==> config.mk <==
export PLATFORM = sky130hd
export DESIGN_NAME = uart_rx
export DESIGN_NICKNAME = d
export VERILOG_FILES = /design/src/rtl/uart_rx.sv
export SDC_FILE = /design/constraint.sdc
export NUM_CORES = 1
export LEC_CHECK = 0
export BUFFER_PORTS_ARGS = -buffer_cell sky130_fd_sc_hd__buf_2
export CORE_MARGIN = 2
export CORE_UTILIZATION = 45
export DETAILED_ROUTE_END_ITERATION = 8
export PLACE_DENSITY = 0.72
export SYNTH_ARGS = -nofsm -noshare
export SYNTH_HDL_FRONTEND = slang
export SYNTH_SLANG_ARGS = --single-unit
==> constraint.sdc <==
create_clock -name clk -period 4.3 [get_ports clk]
set_clock_uncertainty 0.2 [all_clocks]
set_input_delay 0.645 -clock clk [delete_from_list [all_inputs] [get_ports clk]]
set_output_delay 0.645 -clock clk [all_outputs]
set_load 0.03 [all_outputs]
==> src/rtl/uart_rx.sv <==
// UART receiver: synchronizes the idle-high serial line, deframes start/data/stop
// bits (LSB first) and presents each good word on a one-deep AXI-Stream register.
module uart_rx #(
  parameter int CLK_FREQ   = 50_000_000,
  parameter int BAUD_RATE  = 9600,
  parameter int DATA_WIDTH = 8
) (
  input  logic                  clk,
  input  logic                  rst,
  input  logic                  rx_wire,
  output logic [DATA_WIDTH-1:0] m_axis_tdata,
  output logic                  m_axis_tvalid,
  input  logic                  m_axis_tready,
  output logic                  frame_err,
  output logic                  overrun
);

  localparam int BIT_PERIOD = CLK_FREQ / BAUD_RATE;
  localparam int HALF       = BIT_PERIOD / 2;
  localparam int CNT_W      = $clog2(BIT_PERIOD);
  localparam int BIT_W      = $clog2(DATA_WIDTH + 1);

  localparam logic [CNT_W-1:0] HALF_END = CNT_W'(HALF - 1);
  localparam logic [CNT_W-1:0] BIT_END  = CNT_W'(BIT_PERIOD - 1);
  localparam logic [BIT_W-1:0] LAST_BIT = BIT_W'(DATA_WIDTH - 1);

  typedef enum logic [1:0] {IDLE, START, DATA, STOP} state_t;

  logic       rx_m, rx_s, rx_d;
  logic [1:0] live;
  logic       armed;

  state_t                state_q, state_d;
  logic [CNT_W-1:0]      baud_q, baud_d;
  logic [BIT_W-1:0]      bit_q, bit_d;
  logic [DATA_WIDTH-1:0] shift_q;
  logic                  shift_en;
  logic                  vld_d, ok_d;
  logic                  vld_p0, ok_p0;
  logic                  load, drop, bad;

  // Synchronizer; live marks when rx_s reflects the line rather than its reset value
  always_ff @(posedge clk or negedge rst) begin
    if (!rst) begin
      rx_m  <= 1'b1;
      rx_s  <= 1'b1;
      rx_d  <= 1'b1;
      live  <= 2'b00;
      armed <= 1'b0;
    end else begin
      rx_m <= rx_wire;
      rx_s <= rx_m;
      rx_d <= rx_s;
      live <= {live[0], 1'b1};
      if (live[1] && rx_s) armed <= 1'b1;
    end
  end

  always_ff @(posedge clk or negedge rst) begin
    if (!rst) begin
      state_q <= IDLE;
      baud_q  <= '0;
      bit_q   <= '0;
      vld_p0  <= 1'b0;
      ok_p0   <= 1'b0;
    end else begin
      state_q <= state_d;
      baud_q  <= baud_d;
      bit_q   <= bit_d;
      vld_p0  <= vld_d;
      ok_p0   <= ok_d;
    end
  end

  always_ff @(posedge clk) begin
    if (shift_en) shift_q <= {rx_s, shift_q[DATA_WIDTH-1:1]};
  end

  always_comb begin
    state_d  = state_q;
    baud_d   = baud_q;
    bit_d    = bit_q;
    shift_en = 1'b0;
    vld_d    = 1'b0;
    ok_d     = 1'b0;
    case (state_q)
      IDLE: begin
        baud_d = '0;
        bit_d  = '0;
        if (armed && rx_d && !rx_s) state_d = START;
      end
      START: begin
        baud_d = baud_q + CNT_W'(1);
        if (baud_q == HALF_END) begin
          baud_d  = '0;
          state_d = rx_s ? IDLE : DATA;
        end
      end
      DATA: begin
        baud_d = baud_q + CNT_W'(1);
        if (baud_q == BIT_END) begin
          baud_d   = '0;
          shift_en = 1'b1;
          bit_d    = bit_q + BIT_W'(1);
          if (bit_q == LAST_BIT) state_d = STOP;
        end
      end
      STOP: begin
        baud_d = baud_q + CNT_W'(1);
        if (baud_q == BIT_END) begin
          baud_d  = '0;
          state_d = IDLE;
          vld_d   = 1'b1;
          ok_d    = rx_s;
        end
      end
      default: state_d = IDLE;
    endcase
  end

  // Output stage: completed word from vld_p0 meets the AXI-Stream register
  assign load = vld_p0 && ok_p0 && (!m_axis_tvalid || m_axis_tready);
  assign drop = vld_p0 && ok_p0 && m_axis_tvalid && !m_axis_tready;
  assign bad  = vld_p0 && !ok_p0;

  always_ff @(posedge clk or negedge rst) begin
    if (!rst) begin
      m_axis_tvalid <= 1'b0;
      m_axis_tdata  <= '0;
      frame_err     <= 1'b0;
      overrun       <= 1'b0;
    end else begin
      m_axis_tvalid <= load || (m_axis_tvalid && !m_axis_tready);
      if (load) m_axis_tdata <= shift_q;
      frame_err <= bad;
      overrun   <= drop;
    end
  end

endmodule

== After elaboration in Yosys (flattened, before gate mapping) ==
Cells that the tools add are included.
Storage, ports and cells
  register bits after elaboration: 46
  bits in latches: 0
  RAM bits: 0
  memory bits (read-only): 0
  input port bits: 4
  output and inout port bits: 11
  word-level logic and storage cells: 65
  memories: 0
Cells by class
  add/subtract/negate cells: 2
  $mul: 0
  divide/modulo/power cells: 0
  magnitude comparators: 0
  equality and inequality tests: 11
  shift-type cells: 0
  mux-type cells: 17
  bitwise logic cells: 0
  reductions and logical operators: 20
Operators by type and width (number)
  $pmux W13 S3: 1
  $mux W13: 2
  $add A13 B1 Y13 const B: 1
  $eq A13 B12 Y1 const B: 1
  $eq A13 B13 Y1 const B: 1
  $mux W2: 6
  $ne A2 B2 Y1 const B: 5
  $logic_and A1 B1 Y1: 9
  $pmux W2 S4: 1
  $pmux W4 S2: 1
  $mux W1: 5
  $reduce_and A5 Y1: 1
  $add A4 B1 Y4 const B: 1
  $eq A2 B2 Y1 const B: 2
  $eq A4 B3 Y1 const B: 1
  $logic_not A1 Y1: 4
  $mux W4: 1
  $eq A2 B1 Y1 const B: 1
  $logic_not A2 Y1: 1
  $logic_or A1 B1 Y1: 2
  $reduce_and A2 Y1: 1
  $reduce_bool A2 Y1: 1
  $reduce_or A2 Y1: 1

== Longest topological paths before layout ==
Gate-level depths: netlist (run 1).
  word-level depth: 4
  depth in mapped cells: 7
  gate-level depth less buffers: 5

== Worst setup path before layout (run 1) ==
Ideal clock, no wire load.
  kind: register -> register
  from: register baud_q[0]
  to: register shift_q[0] (enable)
  library setup time: 0.370 ns
  data arrival time: 1.385 ns
  required time: 3.730 ns
  setup slack: 2.345 ns
  stages on the path, launching flop included: 5
  buffers on the path: 0
  clock period less this slack: 1.955 ns
  path through: dfrtp_1 ha_1 and4bb_4 nand4_4 nor2_1
On the way
  cells in the longest elaborated chain, start to end: 3
Ends and longest elaborated chain
  start: declaration: line 34  | logic [CNT_W-1:0] baud_q, baud_d;
  start signal: assignment: line 68  | baud_q <= baud_d;
  $eq A13 B13 Y1: line 101  | if (baud_q == BIT_END) begin
  $mux W1: line 101
  $mux W1: line 86  | case (state_q)
  via shift_en: line 37  | logic shift_en;
  end signal: assignment: line 76  | if (shift_en) shift_q <= {rx_s, shift_q[DATA_WIDTH-1:1]};
  end: declaration: line 36  | logic [DATA_WIDTH-1:0] shift_q;
The timed path passes the listed nets, and every way through them passes these cells.
A chain may end at the register's enable or synchronous reset.

== Worst setup path after layout (run 1) ==
  from: register baud_q[0]
  to: register baud_q[3]
On the way
  cells in the longest elaborated chain, start to end: 3
  elaborated cells on any way between the ends: 6
  those cells by class: 1 x add/sub; 2 x eq/ne; 3 x mux
Ends and longest elaborated chain (line)
  $add A13 B1 Y13, or another cell as far along: 93, 100, 109
  $mux W13 (on tied branches): 101, 110, 94
  $pmux W13 S3 (*): 86
  via baud_d[3]: 34
Mark *: on every way through the listed nets, which the timed path passes. The rest lies on a longest branch.

==> results of run 1 <==
-- sequential cells by signal, indices dropped and copies added (netlist names), named ones only --
name / cells
rx_m: 1
m_axis_tdata: 8
rx_d: 1
bit_q: 4
armed: 1
overrun: 1
frame_err: 1
vld_p0: 1
live: 2
shift_q: 8
state_q: 1
ok_p0: 1
m_axis_tvalid: 1
rx_s: 1
baud_q: 13
-- layer usage --
| metal | wire length, µm | vias up |
|---|---|---|
| met5 | 0 | - |
| met4 | 41 | 0 |
| met3 | 120 | 5 |
| met2 | 1489 | 22 |
| met1 | 1419 | 601 |
| li1 | - | 589 |
-- kinds of logic after synthesis --
| family | count (synthesis) | share of synthesized area, % |
|---|---|---|
| flip-flops | 46 | 60.83 |
| multiplexers | 8 | 4.586 |
| adder cells (fa/ha/maj) | 2 | 1.274 |
| other | 1 | 0.1909 |
| buffers and inverters | 8 | 2.356 |
| AO/OA/AOI/OAI | 8 | 3.185 |
| XOR/XNOR | 11 | 4.904 |
| AND/OR/NAND/NOR | 74 | 22.68 |
-- layout make-up --
cell class | count | share of cell area (%)
flip-flops and latches | 46 | 55.65
repair buffers | 14 | 3.263
clock inverters | 3 | 1.166
well taps | 52 | 3.030
clock buffers | 5 | 3.205
multi-input cells | 104 | 33.68
-- worst min-delay path by stage --
stage	startpoint	end	cells past startpoint
after global routing	live[0]	live[1]	0
after floorplan	live[0]	live[1]	0
after global placement	live[0]	live[1]	0
after detailed placement	live[0]	live[1]	0
after CTS	live[0]	live[1]	0
final	live[0]	live[1]	0
-- power by group through the flow --
stage / sequential [mW] / clock, mW / combinational (mW)
after CTS: 0.511 / 0.278 / 0.0901
after global routing: 0.519 / 0.295 / 0.103
final: 0.512 / 0.268 / 0.0881
after floorplan: 0.492 / 0 / 0.0958
after global placement: 0.516 / 0 / 0.0831
after detailed placement: 0.520 / 0 / 0.0879
-- worst max-delay path: cells and delay by family (launching register included) --
family	cells	cell delay (ns)
AOI/OAI and AO/OA	1	0.78
and+or+nand+nor	3	0.57
DFF	1	0.38
adders and majority gates	1	0.31
-- layout by cell type (no fill, tap or decap), drive strengths merged, types with 2 or more instances in the layout --
cell type	count
edfxtp	8
nor4	2
a21o	2
nand3	10
buf	14
xnor2	4
ha	2
and2	2
nand2	11
nand2b	2
xor2	7
nor4b	2
dfstp	3
and3	5
clkbuf	5
nor2b	4
nor2	16
nor3b	3
and4	2
nand4	8
dfrtp	35
and4bb	2
mux2	8
==> run summary, run 1 <==
The flow ran to the end, and the final reports show no timing, DRC or antenna violations. Counting every sink on the clock net gives between 40 and 50. Hold repair after CTS inserted 0 buffers. In this run the worst setup path begins at baud_q[0]. For this run, the number of standard cells in the final layout without fillers is ~220.

The count of maximum capacitance violations is 0. The count of endpoints failing hold in the final timing report was 0. Combinational cells account for about a tenth of the total power. Clock-pin slew was measured on the worst setup and hold paths at 0.08 ns. The final number of setup-violating endpoints came out at 0. The most frequently used flop master after synthesis is dfrtp_1. The total wire length after detailed routing is approximately 3100 µm. The share of Yosys cell area claimed by the top area cell type is 44.59%. At the worst endpoint, the arrival time is approximately 2.3 ns. The total iterations of the first detailed-routing run is 4. The worst setup path is launched from a flop. The relative area change from synthesis to final layout came out at 9.299%.

In this run the critical register-to-register path is launched from baud_q[0]. The repair_antennas step left the layout with diodes totalling 0. The cell with the most instances after synthesis is dfrtp_1. The per-cell via count in the routed design came out at between 5 and 6. The critical path is of the flop to flop type. The number of global-route vias before repair is around 1300. At the pin with the least slew margin, the transition time is about 0.99 ns. Sequential elements use approximately 60% of the synthesized area. The total net switching power came out at between 200 and 250 µW. The fraction of final layout cells with drive strength greater than 1 came out at between 20% and 30%.

The post-synthesis async set-or-reset flop share came out at between 80% and 90%. The routed layout has around 1200 vias. IR analysis of the VDD net gives a maximum drop of a little over 0.0003 V. The maximum fanout encountered on the critical timing path is 13. The shortest period the worst path allows is approximately 2.4 ns. Measured against its own limit, the worst slew margin works out to ~34%. The number of nets in the layout came out at between 150 and 200. Ranked by total cell area, the synthesized netlist is headed by dfrtp_1 (45%), edfxtp_1 (12%), mux2_2 (4.6%). On the final layout, the worst hold slack is roughly 0.16 ns. The net count after synthesis is approximately 160. The met2 capacity usage during global routing came out at around a quarter. The finished cells cover 0.002147 mm². dfrtp_1 takes more of the synthesized area than any other cell. Power spread over the standard cell area amounts to roughly 400 mW/mm².

The number of cells on the worst reg-to-reg path came out at 5. Of the total power, registers draw between 50% and 60%. The root cell of the clock tree is clkbuf_8. The terminus of the critical flop-to-flop path is baud_q[3]. The type of element capturing the critical path is a flop. Global routing finished with a remaining overflow of 0. TritonCTS built the clock tree. The internal reg-to-reg setup slack is 1.91 ns. In the final routed layout, each cell accounts on average for around 14 µm. The filler cell count came out at about 390.

By count the netlist is led by dfrtp_1 (35), nor2_1 (16), nand2_1 (11). The footprint of the multi-input gates came out at 723.2 µm². The placed standard-cell area is approximately 0.002 mm². The required time at the endpoint of the critical path is roughly 4.2 ns.

For met3 alone, demand over resource in global routing was 4.040%. In this run the worst setup path terminates at baud_q[3]. During placement, the flow inserted port buffers numbering 14. Traced cell by cell, the critical path runs through ha_1, and4bb_4, nand4_4, a22oi_1, nor2_1. The clock network fraction of design power came out at 30.9%. The number of violations reported at the end of detailed-routing iteration 0 came out at 49. The highest achievable clock rate is approximately 0.42 GHz. Cells fill 50.35% of the core in the end. Setup repair after global routing left no endpoint under its margin. The die area is about 0.0049 mm².

The count of standard-cell rows came out at 24. The number of storage elements in the synthesis netlist came out at 46. The wire length of the first global-routing pass is 5609 µm. The final count of pins violating max slew came out at 0. During synthesis, Yosys emitted a total of 0 warnings. For this run, design rule violations remaining after detail routing come to 0. The worst hold path belongs to the class flop to flop. The number of unique standard cell types used by synthesis came out at 40. The starting density of the core is between 40% and 50%. The largest buffer count on any clock path came out at 2.

The total setup buffers inserted after CTS came out at 0. The floorplan step defined a core boundary enclosing around 0.0043 mm². For this design the top-level I/O count stands at 15. The delay of the slowest cell on the worst path is a little under 0.8 ns. The initial antenna violation count came out at 0. The post-route clock period utilization came out at between 50 and 60%. Averaged over all synthesized cells, the footprint is 12.43 µm².

The cell count after placement came out at about 220. Summing all flip-flop and latch instances after layout gives roughly 0.0012 mm². The overall die width is ~70 µm. Internal power comes to about 630 µW.

The later pin in the worst-skew pair is clocked with a latency of around 0.30 ns. The last weighted congestion value of the routability-driven placer came out at 0.8737. The number of routed nets with antenna violations is 0. The cell area after synthesis is 0.001964 mm². The count of cells resized by post-cts repair came out at 0.

The total chip power is between 800 and 900 µW. Entering global routing, the biggest net connects 39 pins. The highest-utilization routing layer at the global route stage is met2. The smallest setup slack after layout is between 1.5 and 2 ns. The pre-CTS setup slack came out at about 1.9 ns.

Adding up every negative setup slack in the final design gives 0 ns. In this run the static leakage power is around 0.97 nW. In the global route stage, met1 resource usage came out at a little under a fifth. The global-route total usage across every layer is 14.56%.

The number of synthesized flops with an enable pin came out at 8. Detailed placement finished with a half-perimeter wire length of 2152 µm. Net switching is 27.95% of the power.

The chip height came out at ~70 µm. The clock buffer count from CTS came out at 5. The H-tree was split into 2 levels. The largest individual stage delay along the critical path comes from the cell a22oi_1. The count of mapped cells out of synthesis is roughly 160.
(Power assumes the default switching activity.)
==> inputs of run 2 (changes only) <==
- clock period: 4.3 -> 2.5 ns (I/O delays scaled with it)
==> run 2 against run 1 <==
The run now ends with hold timing left; count of clock-buffer cells in the layout unchanged; maximum frequency up 23%; die area unchanged; critical path depth unchanged; register-to-register slack worse by 1.3 ns.
==> run summary, run 2 (same netlist as run 1, synthesis figures left out) <==
The flow ran to the end, but the final reports show violations. The final reports fail on hold timing. Leaving out fill and tap cells, the most frequent cells in the layout are dfrtp_1 (35), nor2_1 (16), buf_2 (14). The wire length of the first global-routing pass is 5727 µm (+2.1%). The critical path buffer and inverter count came to 0 (unchanged). The count of maximum capacitance violations is 0 (unchanged). The core outline area is 0.004264 mm² (unchanged).

The ratio of total power to cell area came to 717.7 mW/mm² (+78%). The post-route setup TNS is 0 ns (unchanged). The largest buffer count on any clock path is 2 (unchanged). The overall die width came out at 70.07 µm (unchanged). STA classifies the critical path endpoint as a flop. The detailed route wirelength on metal2 is 1514 µm (+1.7%). TritonCTS built the clock tree.

The number of remaining DRC errors is 0 (unchanged). The clock buffer count from CTS came out at 5 (unchanged). The die area was 0.004910 mm² (unchanged). The met3 wire length was 125 µm (+4.2%).

The worst setup path is launched from a flop. The post-route clock period utilization is 77.59% (+22 points). The count of endpoints failing hold in the final timing report is 35 (+35). The global-route total usage across every layer came out at 14.63% (+0.066 points).

The highest achievable clock rate is 0.5155 GHz (+23%). The total stage count of the critical path came out at 5 (unchanged). The count of standard-cell rows came out at 24 (unchanged). Compared with the post-synthesis result, the final layout area differs by 11.91%. The required time at the endpoint of the critical path came out at 2.54 ns (-1.70 ns). Leaving out fill and tap cells, the most frequent cell in the layout is dfrtp_1. The per-cell via count in the routed design came out at 5.434 (about the same). The total I/O pin count is 15 (unchanged). The antenna diode count was 0 (unchanged). The shortest period the worst path allows was 1.940 ns (-0.4551 ns).

Ranked by flip-flop count, first place goes to baud_q. The leakage power came out at 1.008 nW (+3.5%). The count of cells resized by post-cts repair is 0 (unchanged).

Setup repair after global routing left no endpoint under its margin. The sink count of the clock tree is 46 (unchanged). The routed metal-1 wirelength is 1412 µm (-0.49%).

The final count of pins violating max slew is 0 (unchanged). The placed wire-length estimate after detailed placement came out at 2164 µm (+0.54%). The total iterations of the first detailed-routing run came out at 4 (unchanged).

The remaining global-route overflow came out at 0 (unchanged). The highest metal layer with signal wires is met4. The delay of the slowest cell on the worst path is 0.52 ns (-0.26 ns). The slew of the pin with the lowest slew margin is 0.8136 ns (-0.1752 ns). The total chip power is 1.578 mW (+82%).

The flip-flop count of the largest register, all copies and words added came out at 13 (unchanged). The filler cell count was 374 (-5.1%). The largest registers in the layout are baud_q x13, m_axis_tdata x8, shift_q x8.

The quantity of I/O buffers inserted on ports came out at 14 (unchanged). The clock-pin slew on the worst setup and hold paths is 0.09 ns (about the same). The maximum fanout encountered on the critical timing path is 7 (-6). The signal on the critical path passes through ha_1, and4bb_4, nand4_4, or4_1, nand3_1. The average wire per cell in the routed design is 13.60 µm (-0.79%). The total setup buffers inserted after CTS was 0 (unchanged). The path class of the tightest hold or removal check is input pin to async pin. The total wire length after detailed routing was 3100 µm (+0.98%). The starting density of the core came out at 46.07% (unchanged).

The pin count of the biggest net entering global routing is 39 (unchanged). In this design, the largest share of critical-path delay is due to simple AND/OR/NAND/NOR gates. The tightest slew margin relative to the limit came out at 45.76% (+12 points).

The worst slack on hold paths is -0.03917 ns (-0.1963 ns). The worst path arrival time is 1.98 ns (-0.36 ns). The number of routed nets with antenna violations came out at 0 (unchanged). The later-pin clock latency in the skew report came to 0.30 ns (about the same). The number of nets in the layout is 181 (+2.3%). The footprint of the multi-input gates came out at 723.2 µm² (unchanged). The fraction of final layout cells with drive strength greater than 1 came out at 23.30% (+1.2 points). The root buffer cell chosen for the clock tree is clkbuf_8. The number of global-route vias before repair is 1250 (-0.32%). The number of cells on the worst reg-to-reg path came out at 5 (unchanged).

The final number of setup-violating endpoints came out at 0 (unchanged). The via total after detailed routing came to 1239 (+1.8%). The worst IR drop on VDD is 0.0003978 V (+32%). The area taken by flip-flops and latches is 0.001195 mm² (unchanged). The last weighted congestion value of the routability-driven placer is 0.9024 (+3.3%). The initial antenna violation count is 0 (unchanged).

The number of violations reported at the end of detailed-routing iteration 0 is 45 (-8.2%). The deepest level of the CTS H-tree came out at 2 (unchanged). The kind of critical path is flop to flop. The chip height came out at 70.07 µm (unchanged). The cell with the biggest individual delay on the critical path is or4_1.
==> run 2: changes by cell type in the layout (fill, tap and decap cells not counted), sizes merged <==
cell,previous run,this run
buf,14,17
bufinv,0,1
clkinvlp,1,0
dlygate4sd3,0,1
==> run 2: area by class of cell <==
type	count	share of cell area, %
clock buffers	5	3.130
repair buffers	18	4.667
clock inverters	3	1.992
multi-input cells	104	32.90
flip-flops and latches	46	54.35
well taps	52	2.960
==> run 2: repair_timing <==
item,4_1_cts,5_1_grt
hold endpoints to repair,1,0
hold buffers,1,0
setup endpoints to repair,0,0
==> run 2: where the power goes <==
part | internal (mW) | leakage (nW) | total, mW | switching [mW]
clock network | 0.299 | 0.0585 | 0.552 | 0.252
logic | 0.0706 | 0.377 | 0.150 | 0.0797
registers | 0.807 | 0.573 | 0.876 | 0.0687
==> run 2: metal layers <==
| metal | vias to the layer above | track usage, % |
|---|---|---|
| met5 | - | 0 |
| met4 | 0 | 4.487 |
| met3 | 6 | 4.329 |
| met2 | 21 | 24.76 |
| met1 | 619 | 18.10 |
| li1 | 593 | - |
==> run 2: worst paths after layout <==
kind | startpoint | end | slack (ns)
worst min register to register | rx_m | rx_s | 0.16
worst max register to register | baud_q[0] | state_q[0] | 0.56
worst max-delay path | baud_q[0] | state_q[0] | 0.56
min in group clk | m_axis_tready | overrun | 0.16
worst min-delay path | rst | baud_q[10] | -0.04
max in group asynchronous | rst | bit_q[2] | 1.62
==> run 2: per-stage QoR <==
| stage | util (%) | worst slack (ns) | hold WS [ns] | cell area [µm²] | cells |
|---|---|---|---|---|---|
| finish | 51.56 | 0.5603 | -0.03917 | 2198 | 228 |
| global route | 51.56 | 0.3989 | 0.03912 | 2198 | 228 |
| CTS | 51.56 | 0.5561 | 0.00009792 | 2198 | 228 |
| detailed placement | 48.68 | 0.5679 | 0.1519 | 2076 | 219 |
| global placement | 48.68 | 0.6100 | 0.1311 | 2076 | 219 |
| floorplan | - | 0.5447 | -0.1206 | 1964 | 158 |
